===== src/rtl/simple_mailbox_fifo.sv =====
`default_nettype none
// ============================================================================
// Module      : simple_mailbox_fifo
// Description : 32-bit mailbox FIFO slave on the simple read/write bus.
//               Provides DATA (push/pop), STATUS, CTRL and THRESH registers
//               plus a registered threshold interrupt. Decode, error flags
//               and read data are combinational; FIFO state is registered.
//               Optional feature macro: SIMPLE_MAILBOX_PEEK_EN enables the
//               read-only non-destructive PEEK register at offset 0x10.
// Ports       : clk, rst (sync, active-high)
//               write, write_address, write_data, write_byteenable,
//               write_address_error, write_error        - write channel
//               read, read_address, read_data,
//               read_address_error                      - read channel
//               irq                                      - threshold interrupt
// Revision    : 1.0 - initial release
// ============================================================================
module simple_mailbox_fifo #(
    parameter int          DEPTH     = 16,
    parameter logic [31:0] BASE_ADDR = 32'h0000_0000
) (
    input  logic        clk,
    input  logic        rst,
    input  logic        write,
    input  logic [31:0] write_address,
    input  logic [31:0] write_data,
    input  logic [3:0]  write_byteenable,
    output logic        write_address_error,
    output logic        write_error,
    input  logic        read,
    input  logic [31:0] read_address,
    output logic [31:0] read_data,
    output logic        read_address_error,
    output logic        irq
);

    localparam int             c_aw       = (DEPTH > 1) ? $clog2(DEPTH) : 1;
    localparam logic [c_aw:0]   c_depth    = (c_aw + 1)'(DEPTH);
    localparam logic [c_aw-1:0] c_ptr_one  = 1;
    localparam logic [c_aw:0]   c_cnt_one  = 1;

    localparam logic [2:0] c_reg_data   = 3'd0;
    localparam logic [2:0] c_reg_status = 3'd1;
    localparam logic [2:0] c_reg_ctrl   = 3'd2;
    localparam logic [2:0] c_reg_thresh = 3'd3;
    localparam logic [2:0] c_reg_peek   = 3'd4;

`ifdef SIMPLE_MAILBOX_PEEK_EN
    localparam logic c_peek_en = 1'b1;
`else
    localparam logic c_peek_en = 1'b0;
`endif

    // ------------------------------------------------------------------
    // State
    // ------------------------------------------------------------------
    logic [31:0]     mem_q [DEPTH];
    logic [c_aw-1:0] wr_ptr_q, wr_ptr_d;
    logic [c_aw-1:0] rd_ptr_q, rd_ptr_d;
    logic [c_aw:0]   count_q, count_d;
    logic            ovf_q, ovf_d;
    logic            unf_q, unf_d;
    logic            irq_en_q, irq_en_d;
    logic [8:0]      thresh_q, thresh_d;
    logic            irq_q, irq_d;

    // ------------------------------------------------------------------
    // Decode
    // ------------------------------------------------------------------
    logic        w_wr_hit, w_rd_hit;
    logic [2:0]  w_wr_reg, w_rd_reg;
    logic        w_wr_mapped, w_rd_mapped;
    logic        w_empty, w_full;
    logic [31:0] w_head;
    logic [31:0] w_rd_data;
    logic [31:0] w_push_data;
    logic [8:0]  w_count_q_ext, w_count_d_ext;
    logic        w_unused;

    assign w_wr_hit = (write_address[31:5] == BASE_ADDR[31:5]);
    assign w_rd_hit = (read_address[31:5]  == BASE_ADDR[31:5]);
    assign w_wr_reg = write_address[4:2];
    assign w_rd_reg = read_address[4:2];

    // Byte-lane bits [1:0] of the addresses carry no meaning here.
    assign w_unused = &{1'b0, write_address[1:0], read_address[1:0]};

    assign w_empty = (count_q == '0);
    assign w_full  = (count_q == c_depth);
    // Stale memory is never exposed: an empty FIFO reads as zero.
    assign w_head  = w_empty ? 32'h0 : mem_q[rd_ptr_q];

    assign w_count_q_ext = 9'(count_q);
    assign w_count_d_ext = 9'(count_d);

    assign w_wr_mapped = w_wr_hit &&
                         ((w_wr_reg <= c_reg_thresh) ||
                          ((w_wr_reg == c_reg_peek) && c_peek_en));

    always_comb begin
        w_rd_mapped = 1'b0;
        w_rd_data   = 32'h0;
        if (w_rd_hit) begin
            case (w_rd_reg)
                c_reg_data: begin
                    w_rd_mapped = 1'b1;
                    w_rd_data   = w_head;
                end
                c_reg_status: begin
                    w_rd_mapped = 1'b1;
                    w_rd_data   = {15'h0, w_count_q_ext, 3'h0,
                                   irq_q, unf_q, ovf_q, w_full, w_empty};
                end
                c_reg_ctrl: begin
                    w_rd_mapped = 1'b1;
                    w_rd_data   = {23'h0, irq_en_q, 8'h0};
                end
                c_reg_thresh: begin
                    w_rd_mapped = 1'b1;
                    w_rd_data   = {23'h0, thresh_q};
                end
                c_reg_peek: begin
                    w_rd_mapped = c_peek_en;
                    w_rd_data   = c_peek_en ? w_head : 32'h0;
                end
                default: begin
                    w_rd_mapped = 1'b0;
                    w_rd_data   = 32'h0;
                end
            endcase
        end
    end

    assign read_data          = w_rd_data;
    assign read_address_error = read && !w_rd_mapped;

    // ------------------------------------------------------------------
    // Access events
    // ------------------------------------------------------------------
    logic w_ctrl_wr, w_thresh_wr, w_flush, w_clear;
    logic w_rd_data_acc, w_pop, w_unf_evt;
    logic w_push_req, w_push, w_ovf_evt;

    assign w_ctrl_wr   = write && w_wr_hit && (w_wr_reg == c_reg_ctrl);
    assign w_thresh_wr = write && w_wr_hit && (w_wr_reg == c_reg_thresh);
    assign w_flush     = w_ctrl_wr && write_byteenable[0] && write_data[0];
    assign w_clear     = w_ctrl_wr && write_byteenable[0] && write_data[1];

    // A flush in the same cycle swallows the pop and its underflow.
    assign w_rd_data_acc = read && w_rd_hit && (w_rd_reg == c_reg_data);
    assign w_pop         = w_rd_data_acc && !w_empty && !w_flush;
    assign w_unf_evt     = w_rd_data_acc &&  w_empty && !w_flush;

    // A full FIFO still accepts a push when a pop frees a slot this cycle.
    assign w_push_req = write && w_wr_hit && (w_wr_reg == c_reg_data);
    assign w_push     = w_push_req && (!w_full || w_pop);
    assign w_ovf_evt  = w_push_req && !w_push;

    assign write_address_error = write && !w_wr_mapped;
    assign write_error         = write && w_wr_mapped &&
                                 ((w_wr_reg == c_reg_status) ||
                                  (w_wr_reg == c_reg_peek)   ||
                                  w_ovf_evt);

    always_comb begin
        for (int i = 0; i < 4; i++) begin
            w_push_data[8*i +: 8] = write_byteenable[i] ? write_data[8*i +: 8] : 8'h00;
        end
    end

    // ------------------------------------------------------------------
    // Next state
    // ------------------------------------------------------------------
    always_comb begin
        wr_ptr_d = wr_ptr_q;
        rd_ptr_d = rd_ptr_q;
        count_d  = count_q;
        ovf_d    = ovf_q;
        unf_d    = unf_q;
        irq_en_d = irq_en_q;
        thresh_d = thresh_q;

        if (w_flush) begin
            wr_ptr_d = '0;
            rd_ptr_d = '0;
            count_d  = '0;
        end else begin
            if (w_push) begin
                wr_ptr_d = wr_ptr_q + c_ptr_one;
            end
            if (w_pop) begin
                rd_ptr_d = rd_ptr_q + c_ptr_one;
            end
            case ({w_push, w_pop})
                2'b10:   count_d = count_q + c_cnt_one;
                2'b01:   count_d = count_q - c_cnt_one;
                default: count_d = count_q;
            endcase
        end

        // Clear applies first so an error event in the same cycle is kept.
        if (w_clear) begin
            ovf_d = 1'b0;
            unf_d = 1'b0;
        end
        if (w_ovf_evt) begin
            ovf_d = 1'b1;
        end
        if (w_unf_evt) begin
            unf_d = 1'b1;
        end

        if (w_ctrl_wr && write_byteenable[1]) begin
            irq_en_d = write_data[8];
        end
        if (w_thresh_wr && write_byteenable[0]) begin
            thresh_d[7:0] = write_data[7:0];
        end
        if (w_thresh_wr && write_byteenable[1]) begin
            thresh_d[8] = write_data[8];
        end

        irq_d = irq_en_q && (thresh_q != 9'h0) && (w_count_d_ext >= thresh_q);
    end

    // ------------------------------------------------------------------
    // Registers
    // ------------------------------------------------------------------
    always_ff @(posedge clk) begin
        if (rst) begin
            wr_ptr_q <= '0;
            rd_ptr_q <= '0;
            count_q  <= '0;
            ovf_q    <= 1'b0;
            unf_q    <= 1'b0;
            irq_en_q <= 1'b0;
            thresh_q <= 9'd1;
            irq_q    <= 1'b0;
        end else begin
            wr_ptr_q <= wr_ptr_d;
            rd_ptr_q <= rd_ptr_d;
            count_q  <= count_d;
            ovf_q    <= ovf_d;
            unf_q    <= unf_d;
            irq_en_q <= irq_en_d;
            thresh_q <= thresh_d;
            irq_q    <= irq_d;
        end
    end

    // Storage has no reset; contents are only visible through count.
    always_ff @(posedge clk) begin
        if (!rst && w_push) begin
            mem_q[wr_ptr_q] <= w_push_data;
        end
    end

    assign irq = irq_q;

endmodule
`default_nettype wire


===== config.mk =====
export PLATFORM = sky130hd
export DESIGN_NAME = simple_mailbox_fifo
export DESIGN_NICKNAME = d
export VERILOG_FILES = /design/src/rtl/simple_mailbox_fifo.sv
export SDC_FILE = /design/constraint.sdc
export NUM_CORES = 1
export LEC_CHECK = 0
export BUFFER_PORTS_ARGS = -buffer_cell sky130_fd_sc_hd__buf_4
export CAP_MARGIN = 20
export CELL_PAD_IN_SITES_DETAIL_PLACEMENT = 1
export CELL_PAD_IN_SITES_GLOBAL_PLACEMENT = 2
export CORE_ASPECT_RATIO = 0.5
export CORE_UTILIZATION = 45
export CTS_CLUSTER_SIZE = 24
export DETAILED_ROUTE_END_ITERATION = 10
export GPL_ROUTABILITY_DRIVEN = 0
export PLACE_DENSITY = 0.75
export SYNTH_ARGS = -nofsm -noshare
export SYNTH_HDL_FRONTEND = slang
export SYNTH_SLANG_ARGS = --single-unit

===== constraint.sdc =====
create_clock -name clk -period 8.05 [get_ports clk]
set_input_delay 0.4025 -clock clk [delete_from_list [all_inputs] [get_ports clk]]
set_output_delay 0.4025 -clock clk [all_outputs]
set_load 0.03 [all_outputs]

==> results of run 1 <==
-- cells by family (layout without fill, tap and decap cells) --
kind of cell	after synthesis	count (layout)	synth area share, %
buf+inv	67	264	1.26
fa+ha+maj	14	14	0.843
simple gates	182	182	4.83
xor+xnor	6	6	0.242
compound gates	92	92	3.05
mux	171	171	16.1
flops	542	542	73.7
-- layout make-up --
cell class	count	area (um2)	area share, %
repair buffers	162	1230	4.87
well taps	638	798	3.16
clock buffers	62	1300	5.14
multi-input cells	465	5540	21.9
inverters	11	41.3	0.164
clock inverters	29	335	1.33
flip-flops and latches	542	16000	63.4
-- cell usage in the layout (no fill, tap or decap), drive strengths merged, types with 13 or more instances in the layout --
cell type  Yosys  routed
edfxtp       512     512
buf           23     162
mux4         142     142
clkbuf        33      62
nor2          38      38
a211oi        36      36
and2          35      35
dfxtp         30      30
mux2i         29      29
a21oi         21      21
nor4          21      21
nor2b         20      20
clkinv         0      20
nand3         13      13
ha            13      13
-- worst max-delay path by stage --
stage / start / to / slack (ns) / depth (start not counted)
floorplan: read_address[3] / mem_q[1][0] / 2.43 / 7
global placement: count_q[0] / irq / 3.26 / 15
detailed placement: count_q[0] / irq / 3.18 / 15
CTS: count_q[0] / irq / 3.17 / 15
global route: count_q[0] / irq / 2.84 / 15
finish: count_q[1] / irq / 3.17 / 15
-- power by group --
| group | internal, uW | switching (uW) | leakage, uW | total (uW) |
|---|---|---|---|---|
| registers | 3080 | 0.0000000660 | 0.00430 | 3080 |
| clock network | 1370 | 1020 | 0.000794 | 2390 |
| logic | 38.8 | 58.3 | 0.00214 | 97.1 |
| total | 4490 | 1080 | 0.00723 | 5570 |
-- state kept, by name, summed over array words and instances (netlist names), named ones only --
signal,count
count_q,5
irq,1
irq_en_q,1
mem_q,512
ovf_q,1
rd_ptr_q,4
thresh_q,9
unf_q,1
wr_ptr_q,4
-- metal layers --
metal,up-vias,GRT usage [%],part of all wire (%)
met2,304,36.5,50
met5,-,0,0
li1,4797,-,-
met1,5976,29.2,44
met3,55,3.37,5.3
met4,0,4.46,1.4
-- synth_stat cells, types with 4 or more instances --
library cell / number
a211oi_1: 36
a21o_1: 6
a21oi_1: 21
a222oi_1: 4
a22oi_1: 7
and2_1: 35
buf_1: 6
buf_2: 17
clkbuf_1: 33
dfxtp_1: 30
edfxtp_1: 512
ha_1: 13
inv_1: 10
mux2i_1: 29
mux4_2: 142
nand2_1: 8
nand2b_1: 6
nand3_1: 13
nand4_1: 8
nor2_1: 38
nor2b_1: 20
nor3_1: 11
nor4_1: 19
o21ai_1: 5
or3_1: 5
xor2_1: 4
-- through the flow --
stage | total power, uW | util [%]
5_1_grt | 5710 | 53.5
3_5_place_dp | 3240 | 50.0
2_1_floorplan | 3170 | -
3_3_place_gp | 3230 | 50.0
4_1_cts | 5610 | 53.5
6_report | 5570 | 53.5
-- critical path: cells and delay by family, from the launching register on --
family	cells	cell delay (ns)
compound gates	6	1.67
flops	1	0.45
simple gates	6	1.96
fa+ha+maj	2	0.50
buf+inv	1	0.17
==> parameters.txt, run 1 <==
Parameter                              Value

Placed design
  Placement Cell Area ... 23,600 um2
  HPWL after DPL ... 28,800 um
  Number of buffers added on ports ... about 140
  Number of placed cells counting well taps ... roughly 1,800
  Worst setup slack after placement ... roughly 3.2 ns

GRT
  Pin count of the biggest net entering global routing ... 114
  Initial antenna violation count ... 1
  All-layer global routing usage ... approximately a fifth
  Global route total overflow ... 0
  Wire length of the first global-routing pass ... 75,800 um
  Via count of the first global-routing pass ... 11,775

Synthesis
  Top-area cell type share of the netlist area ... between 70% and 80%
  Cell variety after synth ... 52
  Flip-flop and latch count after synthesis ... about 540
  Proportion of synthesized chip area in sequential cells ... 73.7%
  Summed instance area of the synthesized netlist ... around 22,000 um2
  Cell count after synthesis ... about 1,100
  Post-synth EDFFs ... 512
  Library cell occupying the most area in the post-synthesis netlist ... edfxtp_1
  Avg Cell Area, Syn ... 20.2 um2
  Net count of the mapped netlist ... 1,192
  Top post-synthesis cells by area ... edfxtp_1, mux4_2, dfxtp_1
  Count of yosys warnings during synthesis ... 0
  Post-synthesis async set-or-reset flop share ... 0%
  Ys flop type ... edfxtp_1

Cells and area
  Fraction of layout cells with a size suffix above 1 ... 31.5%
  # nets final ... 1,349
  Fin area ... between 20,000 and 30,000 um2
  Count of placed standard cells in the final layout, fillers left out ... roughly 1,900
  Number of fill cells ... a little over 4,000
  Area delta synth->final ... 16.4%
  Number of antenna repair diodes ... 0

Clock network
  Hold buffer count at CTS ... 0
  Clock network latency to the later pin of the worst-skew pair ... 0.58 ns
  CTS sink cnt ... 542
  Total of cells resized after clock tree synthesis ... 0
  Total CTS buffers ... 49
  CTS H-tree depth ... 2
  CTS tree ... built
  CTS max path bufs ... 3
  Master cell of the clock root buffer ... clkbuf_16
  Buffers inserted by post-CTS timing repair ... 0
  Clock Pin Slew Worst Setup and Hold Paths ... about 0.07 ns

Worst setup path
  Slowest cell on crit path ... a2111oi_4
  Setup slack of the worst register-to-register path ... about 3.2 ns
  Worst reg2reg path depth ... 15
  Data required time at the worst endpoint ... approximately 8.5 ns
  Critical Path End Type ... flop
  Kind of launch point of the worst setup path ... flop
  Largest incremental delay on the critical path ... roughly 0.90 ns
  Critical R2R Launch ... count_q[1]
  CP Data Arrival Time ... 5.32 ns
  Most numerous cell on the critical path ... a21oi_1
  Worst reg2reg endpoint ... irq
  Critical-path maximum fanout ... 15
  Classification of the worst setup path ... reg -> reg
  Worst path cell trace ... nor4_2, a2111oi_4, or4b_1, or3_1, inv_2, fa_1, a21o_1, a21oi_1, or2_2, a311o_1, and3_1, nor3_1, ha_1, a21oi_1, a311oi_1

Timing
  Tightest slew margin relative to the limit ... a little over a third
  Unrepaired setup endpoints after global routing ... no
  Post-route fraction of the period consumed by the critical path ... 60.7%
  Final number of max-transition violations ... 0
  Worst-margin pin slew ... about 0.98 ns
  Hold_ws ... approximately 0.07 ns
  Final Hold Viols ... 0
  Final setup TNS ... 0 ns
  Layout Skew ... ~0.03 ns
  Achievable Freq ... ~0.20 GHz
  Total setup violations reported at the end of the flow ... 0
  Setup ws final ... 3.17 ns
  Minimum clock period after layout ... a little under 5 ns

Route
  ANT nets after route ... 0
  Number of DRC markers after the initial detailed-route iteration ... roughly 980
  Via/cell ratio ... about 5.8
  Post-detailed-routing wire length ... about 52,000 um
  WL/cell ... 27.2 um
  Vias after detailed routing ... 11,132
  DRC violations left ... 0
  First-pass iteration count of the detailed router ... 5

Power
  Areal power density over the cells ... approximately 220 nW/um2
  Peak VDD IR ... between 100 and 150 uV
  Static leakage power ... 0.00723 uW

Floorplan
  Core Rows ... 56
  Num ports ... 140
  Core box area ... ~47,000 um2
  Die Ht ... approximately 160 um
  Area enclosed by the die boundary ... 49,100 um2
  DIE WIDTH ... 312 um
  Starting density of the core ... a little under half

Hold path
  Cells on Worst Hold Path ... 2
  Worst min-delay path endpoint ... thresh_q[0]
  Startpoint of the most critical hold path ... write_data[0]
  HP Class ... in -> reg

Flow run
  Max Cap Violations ... 0

Outcome
  Run status ... completed
No activity file was read; power rests on OpenSTA's default activity.
==> run 2: changes to the inputs <==
ABC_AREA = 1   (was unset)
CORE_UTILIZATION = 37   (was 45)
PLACE_DENSITY = 0.74   (was 0.75)
clock period = 3.95 ns   (was 8.05 ns; I/O delays follow)
==> run 2 against run 1 <==
  * Clock skew is 0.014 ns lower
  * Power is 100% higher
  * Hold slack got worse by 0.046 ns
  * Area after synthesis rose by 2.3%
  * Final area is 3.5% higher
  * Core utilization fell by 9.4 points
  * Non-clock buffer count is 36 higher
  * Wire length increased by 23%
  * Critical path type is now reg -> out
==> parameters.txt, run 2 <==
Parameter                              Value

Outcome
  Run status ... completed

Power
  Switching share of power ... between 10% and 20%
  Static leakage power ... between 0.008 and 0.009 uW
  Clk pwr share ... a little over two fifths
  Sequential power share ... between 50 and 60%
  Areal power density over the cells ... 429 nW/um2
  Internal ... ~9000 uW
  Combinational Power Share ... between 1.5 and 2%
  Peak VDD IR ... around 300 uV
  Switching power ... between 2000 and 2500 uW

Route
  Via/cell ratio ... 5.37
  Vias after detailed routing ... about 15,000
  WL/cell ... approximately 22 um
  DRC violations left ... 0
  Number of DRC markers after the initial detailed-route iteration ... between 1,000 and 1,500
  Post-detailed-routing wire length ... 64,100 um
  ANT nets after route ... 0
  First-pass iteration count of the detailed router ... 6

Synthesis
  Summed instance area of the synthesized netlist ... approximately 22,000 um2
  Library cell occupying the most area in the post-synthesis netlist ... edfxtp_1
  Count of yosys warnings during synthesis ... 0
  Synth Area in Compound Gates ... approximately an eighth
  Most frequent cells after synthesis ... edfxtp_1, nor2_1, o21ai_0
  Fraction of synthesized area in multiplexers ... 0%
  Post-synthesis async set-or-reset flop share ... 0%
  Top-area cell type share of the netlist area ... a little under 70%
  Net count of the mapped netlist ... 1,981
  Cell variety after synth ... 40
  Post-synth EDFFs ... around 500
  Share of the synthesized netlist area taken by xor and xnor gates ... less than 1%
  Cell count after synthesis ... 1,863
  Most common cell in the synthesized netlist ... edfxtp_1
  Ys flop type ... edfxtp_1
  Avg Cell Area, Syn ... roughly 12 um2
  Proportion of synthesized chip area in sequential cells ... 72.1%
  Top post-synthesis cells by area ... edfxtp_1, o21ai_0, nor2_1
  Post-synthesis simple-gate area fraction ... ~11%
  Flip-flop and latch count after synthesis ... between 500 and 600
  Dominant combinational cell family by area after synthesis ... compound AO/OA/AOI/OAI gates
  Adder-cell area share of the yosys netlist ... less than 1%

Timing
  Tightest slew margin relative to the limit ... between 30% and 40%
  Total setup violations reported at the end of the flow ... 0
  Layout Skew ... about 0.015 ns
  Final Hold Viols ... 0
  Post-route fraction of the period consumed by the critical path ... around nine tenths
  Achievable Freq ... 0.279 GHz
  Minimum clock period after layout ... ~3.6 ns
  Final number of max-transition violations ... 0
  Hold_ws ... 0.0229 ns
  Worst-margin pin slew ... a little over 1 ns
  Unrepaired setup endpoints after global routing ... no

Floorplan
  Core Rows ... between 60 and 70
  DIE WIDTH ... ~350 um
  Die Ht ... between 150 and 200 um
  Num ports ... 140
  Starting density of the core ... between 30% and 40%
  Area enclosed by the die boundary ... slightly above 60,000 um2
  Core box area ... approximately 60,000 um2

Worst setup path
  Data required time at the worst endpoint ... roughly 3.8 ns
  Classification of the worst setup path ... reg -> out
  CP Data Arrival Time ... approximately 3.4 ns
  Kind of launch point of the worst setup path ... flop
  Critical-path maximum fanout ... 49
  Worst reg2reg path depth ... 23
  Critical Path End Type ... output pin

Placed design
  Placement Cell Area ... about 24,000 um2
  Number of buffers added on ports ... 135
  HPWL after DPL ... approximately 35,000 um

Cells and area
  Area delta synth->final ... 17.8%
  Number of antenna repair diodes ... 0
  Fin area ... roughly 26,000 um2
  Max FFs per register ... just over 500
  Biggest registers after layout ... mem_q x512, thresh_q x9, count_q x5
  # nets final ... around 2,100
  Fraction of layout cells with a size suffix above 1 ... between 10 and 15%
  Most common library cell in the layout ignoring fill and taps ... edfxtp_1
  Most used cells in the layout excluding fill and tap cells ... edfxtp_1, nor2_1, o21ai_0, nand2_1, buf_4
  Top register by number of flip-flops ... mem_q
  Number of fill cells ... 6,274

GRT
  Wire length of the first global-routing pass ... roughly 97,000 um
  Initial antenna violation count ... 1
  Via count of the first global-routing pass ... 16,092
  Global route total overflow ... 0
  All-layer global routing usage ... a little over a fifth
  Pin count of the biggest net entering global routing ... 78

Clock network
  CTS sink cnt ... around 540
  Clock network latency to the later pin of the worst-skew pair ... around 0.58 ns
  CTS H-tree depth ... 2
  Buffers inserted by post-CTS timing repair ... 0
  CTS max path bufs ... 3
  Total CTS buffers ... 52
  Clock Pin Slew Worst Setup and Hold Paths ... around 0.06 ns
  Hold buffer count at CTS ... 13
  Master cell of the clock root buffer ... clkbuf_16
  Total of cells resized after clock tree synthesis ... 0
  CTS tree ... built

Flow run
  Max Cap Violations ... 0

Hold path
  HP Class ... in -> reg
  Cells on Worst Hold Path ... 3
## run 2: cell types whose count changed in the layout (fill, tap and decap cells not counted), sizes merged, moves of 24 or more
cell    previous run  this run
o21ai              8       280
inv               12        85
o221ai             0        24
a211oi            36         3
mux2i             29         0
nor2              38       312
o22ai              0       102
and2              35         1
nand2              8       235
mux4             142         0
nand3             13        48
## run 2: stage by stage
stage	TNS [ns]	setup slack, ns	std cells	utilization [%]	power [uW]
global placement	0	0.581	2745	41.3	6600
floorplan	-42.92	-0.168	1863	-	6480
global route	0	0.162	2848	44.1	11500
finish	0	0.371	2848	44.1	11200
CTS	0	0.389	2848	44.1	11300
detailed placement	0	0.524	2745	41.3	6610
## run 2: kinds of logic after synthesis
| group | Yosys count |
|---|---|
| buffers and inverters | 202 |
| and+or+nand+nor | 618 |
| adders and majority gates | 14 |
| DFF | 542 |
| AOI/OAI and AO/OA | 485 |
| xor gates and xnor gates | 2 |
## run 2: final timing paths
kind                             from            end  slack [ns]
setup reg to reg           count_q[0]            irq        0.43
setup / recovery                 flop  read_data[11]        0.37
hold reg to reg                 ovf_q          ovf_q        0.47
hold / removal    write_byteenable[0]    thresh_q[6]        0.02
## run 2: layout make-up
type / instances / area (um2) / share of cell area, %
flip-flops and latches: 542 / 16000 / 61.2
multi-input cells: 1119 / 5520 / 21.1
repair buffers: 198 / 1720 / 6.58
clock buffers: 72 / 1380 / 5.27
well taps: 812 / 1020 / 3.89
inverters: 87 / 333 / 1.27
clock inverters: 18 / 173 / 0.661
## run 2: per-layer routing
| layer | vias up | track usage [%] | wire length (um) |
|---|---|---|---|
| li1 | 7019 | - | - |
| met3 | 66 | 3.43 | 3830 |
| met5 | - | 0 | 0 |
| met2 | 397 | 34.6 | 29900 |
| met1 | 7809 | 29.7 | 29600 |
| met4 | 0 | 3.63 | 760 |
## run 2: power groups by stage
| stage | Clock (uW) | Sequential [uW] | Combinational, uW |
|---|---|---|---|
| 2_1_floorplan | 0 | 6400 | 76.8 |
| 3_3_place_gp | 0 | 6400 | 204 |
| 3_5_place_dp | 0 | 6400 | 212 |
| 4_1_cts | 4810 | 6270 | 220 |
| 5_1_grt | 5000 | 6270 | 241 |
| 6_report | 4730 | 6270 | 217 |
## run 2: critical path, cell delays in order, from the launching register on
cell and delay, ns:
dfxtp_4 0.55, clkinv_2 0.11, buf_4 0.49, o21ai_0 0.18, o221ai_1 0.20, o21ai_0 0.14, o21ai_1 0.42, nand2_1 0.16
a21oi_1 0.29, buf_4 0.22
==> run 3: changes to the inputs <==
GPL_TIMING_DRIVEN = 0   (was unset)
==> run 3 against run 2 <==
  * The flow now finishes with violations (DRC)
  * Final area increased by 1.6%
  * Power increased by 0.87%
  * Worst setup slack worse by 0.23 ns
  * Register-to-register slack worse by 0.12 ns
  * Clock skew grew 0.0087 ns
  * Global-route usage rose by 2.6 points
  * Largest power group unchanged
==> parameters.txt, run 3 (same netlist as run 2, synthesis figures left out) <==
Parameter                              Value

Power
  Areal power density over the cells ... approximately 430 nW/um2
  Combinational Power Share ... under 10%
  Switching power ... between 2000 and 2500 uW
  Static leakage power ... about 0.0086 uW
  Clk pwr share ... between 40% and 50%
  Sequential power share ... between 50% and 60%
  Internal ... 8970 uW
  Switching share of power ... ~21%
  Peak VDD IR ... approximately 310 uV

Cells and area
  Most common library cell in the layout ignoring fill and taps ... edfxtp_1
  Max FFs per register ... roughly 510
  Fraction of layout cells with a size suffix above 1 ... 14.0%
  # nets final ... 2,221
  Biggest registers after layout ... mem_q x512, thresh_q x9, count_q x5
  Count of placed standard cells in the final layout, fillers left out ... just under 3,000
  Number of antenna repair diodes ... 0
  Area delta synth->final ... 19.7%
  Most used cells in the layout excluding fill and tap cells ... edfxtp_1, nor2_1, o21ai_0, nand2_1, buf_4
  Top register by number of flip-flops ... mem_q

Worst setup path
  Kind of launch point of the worst setup path ... flop
  Data required time at the worst endpoint ... around 3.8 ns
  CP Data Arrival Time ... ~3.6 ns
  Classification of the worst setup path ... reg -> out
  Critical-path maximum fanout ... 10
  Critical Path End Type ... output pin

Timing
  Hold_ws ... 0.0661 ns
  Final setup TNS ... 0 ns
  Achievable Freq ... between 0.2 and 0.3 GHz
  Worst-margin pin slew ... roughly 0.94 ns
  Post-route fraction of the period consumed by the critical path ... between 90% and 100%
  Minimum clock period after layout ... 3.81 ns
  Layout Skew ... between 0.02 and 0.025 ns
  Total setup violations reported at the end of the flow ... 0
  Tightest slew margin relative to the limit ... a little under two fifths
  Unrepaired setup endpoints after global routing ... no
  Final Hold Viols ... 0
  Final number of max-transition violations ... 0

Route
  Vias after detailed routing ... around 16,000
  Number of DRC markers after the initial detailed-route iteration ... ~1,400
  Post-detailed-routing wire length ... 72,600 um
  Via/cell ratio ... around 5.4
  First-pass iteration count of the detailed router ... 8
  DRC violations left ... 4
  ANT nets after route ... 0
  WL/cell ... around 25 um

Flow run
  Max Cap Violations ... 0

Floorplan
  Core Rows ... 63
  Area enclosed by the die boundary ... slightly above 60,000 um2
  DIE WIDTH ... 348 um
  Num ports ... 140
  Die Ht ... about 180 um
  Starting density of the core ... 37.5%
  Core box area ... between 50,000 and 60,000 um2

Outcome
  Violated checks ... DRC
  Run status ... finished, violations left

GRT
  Via count of the first global-routing pass ... approximately 16,000
  All-layer global routing usage ... 23.6%
  Pin count of the biggest net entering global routing ... 25
  Wire length of the first global-routing pass ... about 110,000 um
  Global route total overflow ... 0
  Initial antenna violation count ... 1

Clock network
  CTS H-tree depth ... 2
  CTS sink cnt ... about 540
  Clock Pin Slew Worst Setup and Hold Paths ... 0.07 ns
  Total CTS buffers ... 51
  Clock network latency to the later pin of the worst-skew pair ... 0.60 ns
  Master cell of the clock root buffer ... clkbuf_16
  Buffers inserted by post-CTS timing repair ... 0
  CTS max path bufs ... 3
  CTS tree ... built

Placed design
  HPWL after DPL ... 50,300 um
  Number of buffers added on ports ... approximately 130
  Number of placed cells counting well taps ... around 2,800

Hold path
  HP Class ... in -> reg
## run 3: cell types whose count changed in the layout (fill, tap and decap cells not counted), sizes merged
| cell | before | now |
|---|---|---|
| clkbuf | 72 | 155 |
| buf | 185 | 198 |
| clkinv | 15 | 25 |
| inv | 85 | 86 |
## run 3: power by group through the flow
stage	combinational [uW]	clock [uW]	sequential, uW
after CTS	230	4860	6280
after global placement	213	0	6400
after detailed placement	220	0	6400
final	228	4810	6280
after global routing	250	5050	6270
after floorplan	76.8	0	6400
## run 3: critical path, cell delays in order (launching register included)
cell	delay [ns]
dfxtp_1	0.53
buf_2	0.35
buf_2	0.36
buf_2	0.41
buf_2	0.34
nor2_1	0.08
o22ai_1	0.18
nand2_1	0.08
a31oi_1	0.42
buf_4	0.25
## run 3: layout make-up
type | instances | area (um2)
Buffer | 115 | 455
Clock buffer | 64 | 1350
Clock inverter | 29 | 230
Fill cell | 6282 | 32700
Inverter | 87 | 327
Multi-Input combinational cell | 1119 | 5530
Sequential cell | 542 | 16000
Tap cell | 812 | 1020
Timing Repair Buffer | 187 | 1660
## run 3: path summary, 6_finish.rpt
path	endpoint	startpoint	slack [ns]	cells past startpoint
max	read_data[17]	flop	0.14	9
min	thresh_q[0]	write_byteenable[0]	0.07	3
max reg2reg	irq	count_q[0]	0.31	23
min reg2reg	unf_q	unf_q	0.47	2
## run 3: stage by stage
stage | instance area [um2] | utilization (%) | setup slack, ns | power, uW
finish | 26500 | 44.8 | 0.143 | 11300
global route | 26500 | 44.8 | 0.0203 | 11600
CTS | 26500 | 44.8 | 0.0882 | 11400
detailed placement | 24800 | 41.9 | 0.135 | 6620
global placement | 24200 | 40.9 | -4.00 | 6610
floorplan | 22200 | - | -0.168 | 6480
## run 3: layer usage
metal	vias to the layer above	GRT usage, %	wire length [um]
li1	7235	-	-
met1	8116	32.1	32200
met2	536	39.6	34500
met3	113	3.60	4390
met4	2	6.17	1510
met5	-	0	13
## run 3: repair_timing
action / 4_1_cts / 5_1_grt
hold buffers: 13 / 0
gates resized for setup: 0 / 4
setup endpoints to repair: 0 / 10
hold endpoints to repair: 12 / 0
